--- src/rtl/mmio_uart_tx_pkg.sv ---
// Shared definitions for the memory-mapped UART transmitter: register
// offsets inside the 16-byte window, STATUS bit positions and the
// transmitter state encoding.
package mmio_uart_pkg;

   // Word offsets within the register window (bus_addr[3:2])
   localparam logic [1:0] OFF_TXDATA  = 2'd0;
   localparam logic [1:0] OFF_STATUS  = 2'd1;
   localparam logic [1:0] OFF_BAUDDIV = 2'd2;

   // STATUS register bit positions
   localparam int ST_BUSY      = 0;
   localparam int ST_FULL      = 1;
   localparam int ST_EMPTY     = 2;
   localparam int ST_OVERFLOW  = 3;
   localparam int ST_COUNT_LSB = 8;
   localparam int ST_COUNT_W   = 5;

   // Serial frame phases: start bit, eight data bits, stop bit
   typedef enum logic [1:0] {
      IDLE  = 2'd0,
      START = 2'd1,
      DATA  = 2'd2,
      STOP  = 2'd3
   } tx_state_t;

endpackage

--- src/rtl/mmio_uart_tx_if.sv ---
// Core data-memory bus as seen by a memory-mapped responder. The core side
// drives strobes, address and store data; the responder returns
// combinational read data and a hit flag used by the SoC read mux.
interface mmio_uart_tx_if;

   logic        bus_r;
   logic [3:0]  bus_w;
   logic [31:0] bus_addr;
   logic [31:0] bus_wdata;
   logic [31:0] bus_rdata;
   logic        bus_hit;

   modport master (
      output bus_r, bus_w, bus_addr, bus_wdata,
      input  bus_rdata, bus_hit
   );

   modport slave (
      input  bus_r, bus_w, bus_addr, bus_wdata,
      output bus_rdata, bus_hit
   );

endinterface

--- src/rtl/mmio_uart_tx_sync_fifo.sv ---
// Single-clock FIFO with a combinational head output. A push while full is
// still accepted when a pop happens in the same cycle, because the popped
// slot frees space for it at the same edge.
module sync_fifo #(
   parameter int WIDTH = 8,
   parameter int DEPTH = 16
) (
   input  logic                   clk,
   input  logic                   rst_n,
   input  logic                   push,
   input  logic [WIDTH-1:0]       din,
   input  logic                   pop,
   output logic [WIDTH-1:0]       dout,
   output logic                   full,
   output logic                   empty,
   output logic [$clog2(DEPTH):0] count
);

   localparam int AW = $clog2(DEPTH);
   localparam logic [AW:0] FULL_COUNT = DEPTH[AW:0];

   logic [WIDTH-1:0] mem [DEPTH];
   logic [AW-1:0]    wr_ptr;
   logic [AW-1:0]    rd_ptr;
   logic             push_ok;
   logic             pop_ok;

   assign full    = (count == FULL_COUNT);
   assign empty   = (count == '0);
   assign pop_ok  = pop && !empty;
   assign push_ok = push && (!full || pop_ok);
   assign dout    = mem[rd_ptr];

   // Storage array needs no reset; only written entries are ever read
   always_ff @(posedge clk) begin
      if (push_ok) begin
         mem[wr_ptr] <= din;
      end
   end

   // Pointers wrap naturally at the power-of-two depth; count tracks occupancy
   always_ff @(posedge clk or negedge rst_n) begin
      if (!rst_n) begin
         wr_ptr <= '0;
         rd_ptr <= '0;
         count  <= '0;
      end else begin
         if (push_ok) begin
            wr_ptr <= wr_ptr + 1'b1;
         end
         if (pop_ok) begin
            rd_ptr <= rd_ptr + 1'b1;
         end
         case ({push_ok, pop_ok})
            2'b10:   count <= count + 1'b1;
            2'b01:   count <= count - 1'b1;
            default: count <= count;
         endcase
      end
   end

endmodule

--- src/rtl/mmio_uart_tx.sv ---
// Memory-mapped console transmitter. The core pushes bytes through TXDATA,
// they wait in a small FIFO and leave on uart_txd as 8N1 frames whose bit
// time is BAUDDIV clocks. Reads are combinational so single-cycle loads work.
module mmio_uart_tx
   import mmio_uart_pkg::*;
#(
   parameter logic [31:0] BASE       = 32'h8000_0000,
   parameter int          FIFO_DEPTH = 16,
   parameter logic [15:0] DIV_RESET  = 16'd434
) (
   input  logic            clk,
   input  logic            rst_n,
   mmio_uart_tx_if.slave   bus,
   output logic            uart_txd
);

   localparam int CW = $clog2(FIFO_DEPTH) + 1;

   logic          hit;
   logic          wr_en;
   logic [1:0]    offset;
   logic [31:0]   status;
   logic [31:0]   rdata;
   logic [15:0]   bauddiv;
   logic [15:0]   baud_next;
   logic          overflow;

   logic          fifo_push;
   logic          fifo_pop;
   logic [7:0]    fifo_dout;
   logic          fifo_full;
   logic          fifo_empty;
   logic [CW-1:0] fifo_count;

   tx_state_t     state;
   logic [7:0]    shift;
   logic [15:0]   div_lat;
   logic [15:0]   cnt;
   logic [2:0]    bit_cnt;

   logic          unused_bits;

   assign offset      = bus.bus_addr[3:2];
   assign hit         = (bus.bus_addr[31:4] == BASE[31:4]) && (bus.bus_r || (bus.bus_w != 4'b0000));
   assign wr_en       = hit && (bus.bus_w != 4'b0000);
   assign bus.bus_hit = hit;
   assign bus.bus_rdata = rdata;
   assign unused_bits = ^{bus.bus_wdata[31:16], bus.bus_addr[1:0]};

   assign fifo_push = wr_en && (offset == OFF_TXDATA) && bus.bus_w[0];
   assign fifo_pop  = !fifo_empty && ((state == IDLE) || ((state == STOP) && (cnt == 16'd0)));

   sync_fifo #(
      .WIDTH (8),
      .DEPTH (FIFO_DEPTH)
   ) u_fifo (
      .clk   (clk),
      .rst_n (rst_n),
      .push  (fifo_push),
      .din   (bus.bus_wdata[7:0]),
      .pop   (fifo_pop),
      .dout  (fifo_dout),
      .full  (fifo_full),
      .empty (fifo_empty),
      .count (fifo_count)
   );

   // Assemble STATUS and pick the read data for the addressed register
   always_comb begin
      status = '0;
      status[ST_BUSY]     = (state != IDLE);
      status[ST_FULL]     = fifo_full;
      status[ST_EMPTY]    = fifo_empty;
      status[ST_OVERFLOW] = overflow;
      status[ST_COUNT_LSB +: ST_COUNT_W] = ST_COUNT_W'(fifo_count);
      rdata = '0;
      if (hit) begin
         case (offset)
            OFF_STATUS:  rdata = status;
            OFF_BAUDDIV: rdata = {16'h0000, bauddiv};
            default:     rdata = '0;
         endcase
      end
   end

   // Merge enabled byte lanes into BAUDDIV; a zero divisor would stall the line
   always_comb begin
      baud_next = bauddiv;
      if (bus.bus_w[0]) begin
         baud_next[7:0] = bus.bus_wdata[7:0];
      end
      if (bus.bus_w[1]) begin
         baud_next[15:8] = bus.bus_wdata[15:8];
      end
      if (baud_next == 16'd0) begin
         baud_next = 16'd1;
      end
   end

   // BAUDDIV register; the running frame keeps its own latched copy
   always_ff @(posedge clk or negedge rst_n) begin
      if (!rst_n) begin
         bauddiv <= DIV_RESET;
      end else if (wr_en && (offset == OFF_BAUDDIV)) begin
         bauddiv <= baud_next;
      end
   end

   // Sticky overflow: set when a byte is dropped, cleared by writing 1 to bit3
   always_ff @(posedge clk or negedge rst_n) begin
      if (!rst_n) begin
         overflow <= 1'b0;
      end else if (fifo_push && fifo_full && !fifo_pop) begin
         overflow <= 1'b1;
      end else if (wr_en && (offset == OFF_STATUS) && bus.bus_w[0] && bus.bus_wdata[ST_OVERFLOW]) begin
         overflow <= 1'b0;
      end
   end

   // Frame serializer; STOP chains straight into START when more data waits
   always_ff @(posedge clk or negedge rst_n) begin
      if (!rst_n) begin
         state    <= IDLE;
         uart_txd <= 1'b1;
         shift    <= '0;
         div_lat  <= DIV_RESET;
         cnt      <= '0;
         bit_cnt  <= '0;
      end else begin
         case (state)
            IDLE: begin
               if (!fifo_empty) begin
                  shift    <= fifo_dout;
                  div_lat  <= bauddiv;
                  cnt      <= bauddiv - 16'd1;
                  bit_cnt  <= '0;
                  uart_txd <= 1'b0;
                  state    <= START;
               end
            end
            START: begin
               if (cnt == 16'd0) begin
                  uart_txd <= shift[0];
                  cnt      <= div_lat - 16'd1;
                  state    <= DATA;
               end else begin
                  cnt <= cnt - 16'd1;
               end
            end
            DATA: begin
               if (cnt == 16'd0) begin
                  cnt <= div_lat - 16'd1;
                  if (bit_cnt == 3'd7) begin
                     uart_txd <= 1'b1;
                     state    <= STOP;
                  end else begin
                     shift    <= {1'b0, shift[7:1]};
                     uart_txd <= shift[1];
                     bit_cnt  <= bit_cnt + 3'd1;
                  end
               end else begin
                  cnt <= cnt - 16'd1;
               end
            end
            STOP: begin
               if (cnt == 16'd0) begin
                  if (!fifo_empty) begin
                     shift    <= fifo_dout;
                     div_lat  <= bauddiv;
                     cnt      <= bauddiv - 16'd1;
                     bit_cnt  <= '0;
                     uart_txd <= 1'b0;
                     state    <= START;
                  end else begin
                     state <= IDLE;
                  end
               end else begin
                  cnt <= cnt - 16'd1;
               end
            end
            default: begin
               state    <= IDLE;
               uart_txd <= 1'b1;
            end
         endcase
      end
   end

endmodule

--- src/flat_wrapper.sv ---
// flat-port wrapper written by rule: the top's interface ports become plain ports
module mmio_uart_tx_flat import mmio_uart_pkg::*;
#(
   parameter logic [31:0] BASE       = 32'h8000_0000,
   parameter int          FIFO_DEPTH = 16,
   parameter logic [15:0] DIV_RESET  = 16'd434
)
  (clk, rst_n, uart_txd, bus_bus_r, bus_bus_w, bus_bus_addr, bus_bus_wdata, bus_bus_rdata, bus_bus_hit);
  mmio_uart_tx_if bus_i ();
  input  logic clk;
  input  logic rst_n;
  output logic uart_txd;
  input wire logic [$bits(bus_i.bus_r)-1:0] bus_bus_r;
  input wire logic [$bits(bus_i.bus_w)-1:0] bus_bus_w;
  input wire logic [$bits(bus_i.bus_addr)-1:0] bus_bus_addr;
  input wire logic [$bits(bus_i.bus_wdata)-1:0] bus_bus_wdata;
  output wire logic [$bits(bus_i.bus_rdata)-1:0] bus_bus_rdata;
  output wire logic [$bits(bus_i.bus_hit)-1:0] bus_bus_hit;
  assign bus_i.bus_r = bus_bus_r;
  assign bus_i.bus_w = bus_bus_w;
  assign bus_i.bus_addr = bus_bus_addr;
  assign bus_i.bus_wdata = bus_bus_wdata;
  assign bus_bus_rdata = bus_i.bus_rdata;
  assign bus_bus_hit = bus_i.bus_hit;
  mmio_uart_tx #(.BASE(BASE), .FIFO_DEPTH(FIFO_DEPTH), .DIV_RESET(DIV_RESET)) u_core (.clk(clk), .rst_n(rst_n), .bus(bus_i), .uart_txd(uart_txd));
endmodule
--- config.mk ---
export PLATFORM = sky130hd
export DESIGN_NAME = mmio_uart_tx_flat
export DESIGN_NICKNAME = d
export VERILOG_FILES = /design/src/rtl/mmio_uart_tx_pkg.sv /design/src/rtl/mmio_uart_tx_if.sv /design/src/rtl/mmio_uart_tx_sync_fifo.sv /design/src/rtl/mmio_uart_tx.sv /design/src/flat_wrapper.sv
export SDC_FILE = /design/constraint.sdc
export NUM_CORES = 1
export LEC_CHECK = 0
export CAP_MARGIN = 20
export CORE_MARGIN = 2
export CORE_UTILIZATION = 40
export CTS_BUF_LIST = sky130_fd_sc_hd__clkbuf_4 sky130_fd_sc_hd__clkbuf_8 sky130_fd_sc_hd__clkbuf_16
export DETAILED_ROUTE_END_ITERATION = 8
export MAX_ROUTING_LAYER = met4
export PLACE_DENSITY_LB_ADDON = 0.05
export SYNTH_ARGS = -nofsm -noshare
export SYNTH_HDL_FRONTEND = slang
export SYNTH_SLANG_ARGS = --single-unit
--- constraint.sdc ---
create_clock -name clk -period 3.05 [get_ports clk]
set_clock_uncertainty 0.2 [all_clocks]
set_input_delay 0.4575 -clock clk [delete_from_list [all_inputs] [get_ports clk]]
set_output_delay 0.4575 -clock clk [all_outputs]
set_load 0.1 [all_outputs]
### Yosys cells after proc, flatten, opt, wreduce, memory -nomap -nowiden

Memories as Yosys holds them, arrays and structs flattened.
Cells that the tools add are included.

* eq/ne operators: 16
* add/sub/neg operators: 8
* multiplexer cells: 40
* reductions and logical operators: 36

Operators by type and width (count)
* 16-bit 2-to-1 mux: 7
* 16-bit case mux with 2 select lines: 2
* 8-bit 2-to-1 mux: 6
* 16-bit case mux with 3 select lines: 1
* 16-bit by 1-bit subtractor with 16-bit output, second input constant: 3
* 16-bit zero test: 2
* 28-bit == test, second input constant: 1
* 8-bit case mux with 3 select lines: 1
* 1-bit logical AND: 14
* 3-bit 2-to-1 mux: 4
* 1-bit 2-to-1 mux: 10
* 2-bit 2-to-1 mux: 5
* 5-bit case mux with 2 select lines: 1
* 3-bit case mux with 3 select lines: 1
* 4-bit by 1-bit adder with 4-bit output, second input constant: 2
* 2-bit == test, second input constant: 4
* 2-bit case mux with 4 select lines: 1
* 2-bit nonzero test: 4
* 2-bit by 1-bit == test with 1-bit output, second input constant: 3
* 2-bit by 1-bit != test with 1-bit output, second input constant: 3
* 2-bit != test, second input constant: 3
* 5-bit by 1-bit adder with 5-bit output, second input constant: 1
* 5-bit == test, second input constant: 1
* 5-bit zero test: 1
* other kinds (14): 19

* logic and storage cells: 112
* bits in registers: 76
* output and inout port bits: 34
* input port bits: 71
* memories: 1
* RAM bits: 128

Memory list
* u_core.u_fifo.mem: words 16, width 8, rd ports 1, clocked after Yosys merged registers in 0, wr ports 1, RTL line mmio_uart_tx_sync_fifo.sv:22 `logic [WIDTH-1:0] mem [DEPTH];`

### Logic depth before layout (Yosys ltp)

Gate-level depths: netlist (run 1).

* word-level depth: 9
* gate-level depth with buffers: 13
* mapped depth without buffers: 12

### Hierarchy

From an unflattened synthesis (run 1), not the netlist that was laid out.

* cell total of the unflattened synthesis: 829
* area total of the unflattened synthesis: 10369.9 µm²

Modules (own cells, without submodules)
* sync_fifo: sequential area each 4169.0 µm², cells each 306, times used 1, area an instance 5835.6 µm²
* mmio_uart_tx: sequential area each 1590.3 µm², cells each 523, times used 1, area an instance 4534.3 µm²

### Worst setup path before layout (run 1)

OpenSTA, ideal clock, no wires.

* kind: input to output
* start: input bus_bus_addr[5]
* end: output bus_bus_rdata[0]
* arrival: 4.829 ns
* setup slack: -2.436 ns
* required time: 2.392 ns
* stages: 5
* path buffers: 1
* cell sequence: or4_1 buf_2 nor4_2 nand2_2 nor2_1

* cells in the longest elaborated chain, start to end: 3

Ends and longest elaborated chain
* start, declared: RTL line flat_wrapper.sv:15 `input wire logic [$bits(bus_i.bus_addr)-1:0] bus_bus_addr;`
* 28-bit == test: RTL line mmio_uart_tx.sv:44 `assign hit = (bus.bus_addr[31:4] == BASE[31:4]) && (bus.bus_r || (bus.bus_w != 4'b0000));`
* 1-bit logical AND: RTL line mmio_uart_tx.sv:44
* named net bus_bus_hit: RTL line flat_wrapper.sv:18 `output wire logic [$bits(bus_i.bus_hit)-1:0] bus_bus_hit;`
* 16-bit 2-to-1 mux: RTL line mmio_uart_tx.sv:77 `if (hit) begin`
* end, declared: RTL line flat_wrapper.sv:17 `output wire logic [$bits(bus_i.bus_rdata)-1:0] bus_bus_rdata;`

The timed path passes the listed nets, and every way through them passes these cells.

### Worst setup path in the final report (run 1)

* start: input bus_bus_addr[9]
* end: output bus_bus_rdata[3]

* cells in the longest elaborated chain, start to end: 3

Ends and longest elaborated chain (RTL line)
* 28-bit == test: mmio_uart_tx.sv:44
* 1-bit logical AND: mmio_uart_tx.sv:44
* 16-bit 2-to-1 mux: mmio_uart_tx.sv:77

Every way passes these cells.

==> results of run 1 <==
==> layer usage <==
metal  track usage (%)  vias to the layer above  part of all wire, %
met5                 -                        -                    0
met4             4.706                        0                  1.8
met3             2.699                       38                  4.9
met2             30.48                      191                   47
met1             28.38                     3284                   46
li1                  -                     3032                    -
==> metrics by stage <==
stage | std cells | setup TNS [ns] | util (%)
3_3_place_gp | 1166 | -16.74 | 48.74
4_1_cts | 1217 | 0 | 52.49
5_1_grt | 1215 | 0 | 52.47
3_5_place_dp | 1167 | -22.99 | 48.79
6_report | 1216 | 0 | 52.48
2_1_floorplan | 754 | -15.63 | -
==> report_power, final <==
| part | switching, uW | internal [uW] |
|---|---|---|
| sequential | 3.77 | 2950 |
| combinational | 205 | 78.4 |
| clock | 1140 | 1840 |
==> repair_timing <==
| action | CTS | global route |
|---|---|---|
| hold buffers | 1 | 0 |
| endpoints found under the setup margin | 17 | 65 |
| endpoints found under the hold margin | 41 | 0 |
| gates cloned | 1 | 0 |
| gates resized for setup | 33 | 5 |
| pin swaps | 12 | 7 |
| setup buffers | 4 | 0 |
==> synthesized netlist by cell type (all sizes together) (4+ instances only) <==
cell type	n	share of area (%)
nor3	17	0.85
a22oi	10	0.75
dfstp	11	2.9
nand2	31	1.3
edfxtp	128	38
nor2	61	2.3
a21oi	36	1.8
xor2	31	2.7
mux2i	8	0.80
nor2b	4	0.25
o21ai	16	0.83
mux4	40	9.0
buf	34	2.1
a211oi	10	0.92
ha	22	2.7
and2	19	1.2
and3	7	0.44
o31ai	5	0.37
xnor2	19	1.7
nor4	22	2.2
clkbuf	16	0.60
a211o	6	0.52
nand4	7	0.56
dfrtp	65	16
mux2	33	3.8
inv	22	0.82
nand3	12	0.65
or4	9	0.71
o22ai	12	0.81
or3	7	0.44
==> flip-flops by register name, summed over array words and instances, names as in the netlist, 2 cells and up <==
name	count
u_core.shift	8
u_core.cnt	16
u_core.u_fifo.rd_ptr	4
u_core.bit_cnt	3
u_core.div_lat	16
u_core.state	2
u_core.bauddiv	16
u_core.u_fifo.count	5
u_core.u_fifo.wr_ptr	4
u_core.u_fifo.mem	128
==> layout make-up <==
class	count	area share [%]
diodes	1	0.01949
multi-input cells	478	32.06
inverters	22	0.6433
clock inverters	18	1.540
well taps	324	3.158
clock buffers	26	4.932
flip-flops and latches	204	44.87
repair buffers	143	12.78
==> critical path: stages <==
cell and delay, ns:
clkdlybuf4s50_1 0.39, or4_4 0.51, nor4_4 0.27, nand2_2 0.17, buf_12 0.18, nor2_4 0.13, buf_12 0.19
==> worst max-delay path by stage <==
stage / from / end / slack, ns / cells past startpoint
4_1_cts: bus_bus_addr[10] / bus_bus_rdata[3] / 0.006 / 9
3_3_place_gp: bus_bus_addr[27] / u_core.u_fifo.count[4] / -0.19 / 11
6_report: bus_bus_addr[9] / bus_bus_rdata[3] / 0.08 / 7
5_1_grt: bus_bus_addr[21] / bus_bus_rdata[3] / 0.005 / 9
3_5_place_dp: bus_bus_addr[17] / u_core.u_fifo.count[4] / -0.20 / 11
2_1_floorplan: bus_bus_addr[5] / bus_bus_rdata[0] / -1.17 / 5
==> logic make-up after synthesis <==
group / Yosys count / share of synthesized area (%)
multiplexers: 81 / 13.55
buffers and inverters: 72 / 3.527
XOR/XNOR: 50 / 4.362
adder cells (fa/ha/maj): 22 / 2.742
AO/OA/AOI/OAI: 101 / 6.605
other: 1 / 0.03735
flip-flops: 204 / 57.37
AND/OR/NAND/NOR: 208 / 11.81
==> flow_summary.ini, run 1 <==
[outcome]
status = finished clean

[sta]
whs_ns = 0.2885
setup_viol = 0
finalCritPeriodShare_pct = 97.28
hold_viol_final = 0
tightest_slew_ns = 0.7704
layout_setup_ws_ns = 0.08287
min_period_ns = 2.967
drv_slew = 0
slew_headroom_pct = 48.64
rsz0062_at_grt = false
max_clock_freq_ghz = 0.3370

[clock_network]
clkLatencyLatePin_ns = 0.52
cts_root_buffer = clkbuf_16
clkSlewWorstSetupHoldPaths_ns = 0.06
cts_buffers = 24
cts_buffer_depth = 3
cts_tree = done
htreeDepth = 1
cts.sinks = 204

[route]
totalWireLength_microns = 24910
remaining_drc_errors = 0
drtPass1Iterations = 7
ant_nets = 0
vias_per_cell = 5.382
drt-initial-drc-count = 527
wl_per_cell_microns = 20.48
dr_total_vias = 6545

[floorplan]
design.core.area_sq_um = 24460
io_pins = 105
dieWidth_microns = 162.4
num_rows = 57
initial_core_util_pct = 41.04
die_h_microns = 162.4
die_area_sq_um = 26380

[cells_and_area]
layout_common_cells = edfxtp_1, dfrtp_1, buf_4
nFillCells = 2101
seqCellArea_sq_um = 5761
layout_commonest_cell = edfxtp_1
drive_gt1_share_pct = 27.05
multi_input_area_sq_um = 4115
fin_nets = 966
final_area_sq_um = 12840
area_delta_synth_final_pct = 27.87

[hold_path]
hold_start = u_core.uart_txd
holdPathEnd = u_core.uart_txd
hp-class = reg -> reg
whs_path_depth = 2

[power]
powerDensity_nw_per_um2 = 484.6
ir_drop_mv = 0.3911
leakage_uw = 0.005087
total_power_uw = 6221

[setup_path]
cp_data_required_time_ns = 2.39
r2r_end = u_core.u_fifo.mem[4][4]
worstSetupPathType = in -> out
reg2regPathDepth = 10
critPathCaptureType = primary output
crit_arrival_ns = 2.31
path_max_fanout = 5
r2r_start = u_core.cnt[0]
cp-start-kind = primary input
reg2reg_slack_ns = 0.29

[synthesis]
postSynth.asyncResetShare_pct = 37.25
synth_edf_count = 128
synth-main-ff-cell = edfxtp_1
synth.avg_cell_area_sq_um = 13.59
synth_cell_types = 58
ys_seq_area_share_pct = 57.37
synthCells = 739
synth_area_sq_um = 10040
synth_seq_cells = 204
yosys_warnings = 0

[global_route]
grt_antenna_before_repair = 2
grt_pass1_wl_microns = 38780
grt_pass1_vias = 6679
grt_max_degree = 46
globalRouteTotalUtil_pct = 19.89
overflow = 0

[job]
cap_violations = 0

[placed_design]
io_buffers = 70
post-place-ws_ns = -0.2047
dpl_cell_area_sq_um = 11940
dp_hpwl_microns = 17390
place.gp.congestion = 0.8916
(Power assumes the default switching activity.)
==> inputs of run 2 (changes only) <==
--- a/config.mk
+++ b/config.mk
@@ -5,12 +5,11 @@
 export SDC_FILE = /design/constraint.sdc
 export NUM_CORES = 1
 export LEC_CHECK = 0
-export CAP_MARGIN = 20
+export CAP_MARGIN = 10
 export CORE_MARGIN = 2
 export CORE_UTILIZATION = 40
 export CTS_BUF_LIST = sky130_fd_sc_hd__clkbuf_4 sky130_fd_sc_hd__clkbuf_8 sky130_fd_sc_hd__clkbuf_16
 export DETAILED_ROUTE_END_ITERATION = 8
-export MAX_ROUTING_LAYER = met4
 export PLACE_DENSITY_LB_ADDON = 0.05
 export SYNTH_ARGS = -nofsm -noshare
 export SYNTH_HDL_FRONTEND = slang
==> run 2 against run 1 <==
Count of clock-buffer cells in the layout stayed put. Via count rose by 0.23%. Sequential power barely moved. Non-clock buffer count unchanged. Die area unchanged. Maximum frequency grew 0.12%. Critical path depth unchanged. Worst hold slack hardly changed. Setup slack gained 0.0035 ns. Sequential cell count stayed put.
==> flow_summary.ini, run 2 (synthesis results as in run 1) <==
[cells_and_area]
final_area_sq_um = 12840
area_delta_synth_final_pct = 27.87
multi_input_area_sq_um = 4115
top_register = u_core.u_fifo.mem
layout_commonest_cell = edfxtp_1
drive_gt1_share_pct = 27.05
fin_nets = 966
final_util_pct = 52.48
layout_common_cells = edfxtp_1, dfrtp_1, buf_4
largest_reg_flops = 128
instances_no_fill = 1216
seqCellArea_sq_um = 5761
nFillCells = 2101

[clock_network]
cts_buffer_depth = 3
htreeDepth = 1
cts.sinks = 204
cts_root_buffer = clkbuf_16
clkSlewWorstSetupHoldPaths_ns = 0.06
cts_tree = done
cts_buffers = 24
clkLatencyLatePin_ns = 0.52

[setup_path]
worstSetupPathType = in -> out
critical-path-slowest-cell = or4_4
path_cells = clkdlybuf4s50_1 -> or4_4 -> nor4_4 -> nand2_2 -> buf_12 -> nor2_4 -> buf_12
cp-start-kind = primary input
crit_arrival_ns = 2.31
path_max_fanout = 5
critPathCaptureType = primary output
cpPeakStageDelay_ns = 0.51
cp_data_required_time_ns = 2.39
cp_common_cell = buf_12

[placed_design]
place.gp.congestion = 0.8771
dp_hpwl_microns = 17390
dp.cells = 1167
io_buffers = 70
post-place-ws_ns = -0.2047
dpl_cell_area_sq_um = 11940

[power]
leakage_uw = 0.005087
ir_drop_mv = 0.3912
powerDensity_nw_per_um2 = 485.0

[route]
vias_per_cell = 5.395
wl_per_cell_microns = 20.43
ant_nets = 0
remaining_drc_errors = 0
dr_total_vias = 6560
drtPass1Iterations = 5
drt-initial-drc-count = 540
totalWireLength_microns = 24840

[global_route]
grt_pass1_wl_microns = 38730
grt_antenna_before_repair = 2
overflow = 0
globalRouteTotalUtil_pct = 19.29
grt_max_degree = 46
grt_pass1_vias = 6686

[floorplan]
die_area_sq_um = 26380
io_pins = 105
dieWidth_microns = 162.4
initial_core_util_pct = 41.04
num_rows = 57
die_h_microns = 162.4
design.core.area_sq_um = 24460

[sta]
tightest_slew_ns = 0.7875
setup_viol = 0
hold_viol_final = 0
fin_tns_setup_ns = 0
min_period_ns = 2.964
max_clock_freq_ghz = 0.3374
finalCritPeriodShare_pct = 97.17
layout_setup_ws_ns = 0.08634
drv_slew = 0
slew_headroom_pct = 47.50
rsz0062_at_grt = false

[outcome]
status = finished clean

[job]
cap_violations = 0

[hold_path]
hp-class = reg -> reg
run 2: cell counts in the layout (fill, tap and decap cells not counted):
No cell type changed its count.
run 2: metrics by stage:
step	hold slack (ns)	total power [uW]
2_1_floorplan	-0.03809	3167
3_3_place_gp	0.2741	3297
3_5_place_dp	0.2744	3304
4_1_cts	0.2916	6301
5_1_grt	0.3078	6440
6_report	0.2886	6226
run 2: repair_timing:
item,4_1_cts,5_1_grt
hold buffers,1,0
endpoints found under the hold margin,41,0
gates resized for setup,33,5
endpoints found under the setup margin,17,65
pin swaps,12,7
setup buffers,4,0
cloned,1,0
run 2: metal layers:
layer  track usage [%]  share of wire (%)  vias up
li1                  -                  -     3037
met4             4.706                2.0        0
met2             30.44                 47      168
met3             2.725                4.4       31
met1             28.36                 47     3324
met5                 0                  0        -
run 2: layout make-up:
cell class	instances	share of cell area, %
timing repair buffer	143	12.78
clock buffer	26	4.932
clock inverter	18	1.540
multi-input combinational	478	32.06
inverter	22	0.6433
sequential	204	44.87
antenna	1	0.01949
tap	324	3.158
run 2: critical path, delay by kind of cell:
family | cells | cell delay [ns]
simple gates | 4 | 1.07
buf+inv | 3 | 0.76
run 2: power breakdown:
group | leakage [uW] | switching, uW | internal [uW]
logic | 0.00252 | 204 | 78.4
clock network | 0.000410 | 1140 | 1840
registers | 0.00216 | 3.82 | 2950
total | 0.00509 | 1350 | 4870
run 2: worst paths after layout:
check / startpoint / end / slack [ns] / depth (start not counted)
min reg2reg: u_core.uart_txd / u_core.uart_txd / 0.29 / 2
min: u_core.uart_txd / u_core.uart_txd / 0.29 / 2
max in group asynchronous: rst_n / u_core.div_lat[4] / 1.60 / 3
max reg2reg: u_core.cnt[0] / u_core.u_fifo.mem[4][4] / 0.29 / 10
max: bus_bus_addr[9] / bus_bus_rdata[3] / 0.09 / 7
min in group asynchronous: rst_n / u_core.shift[7] / 0.31 / 2
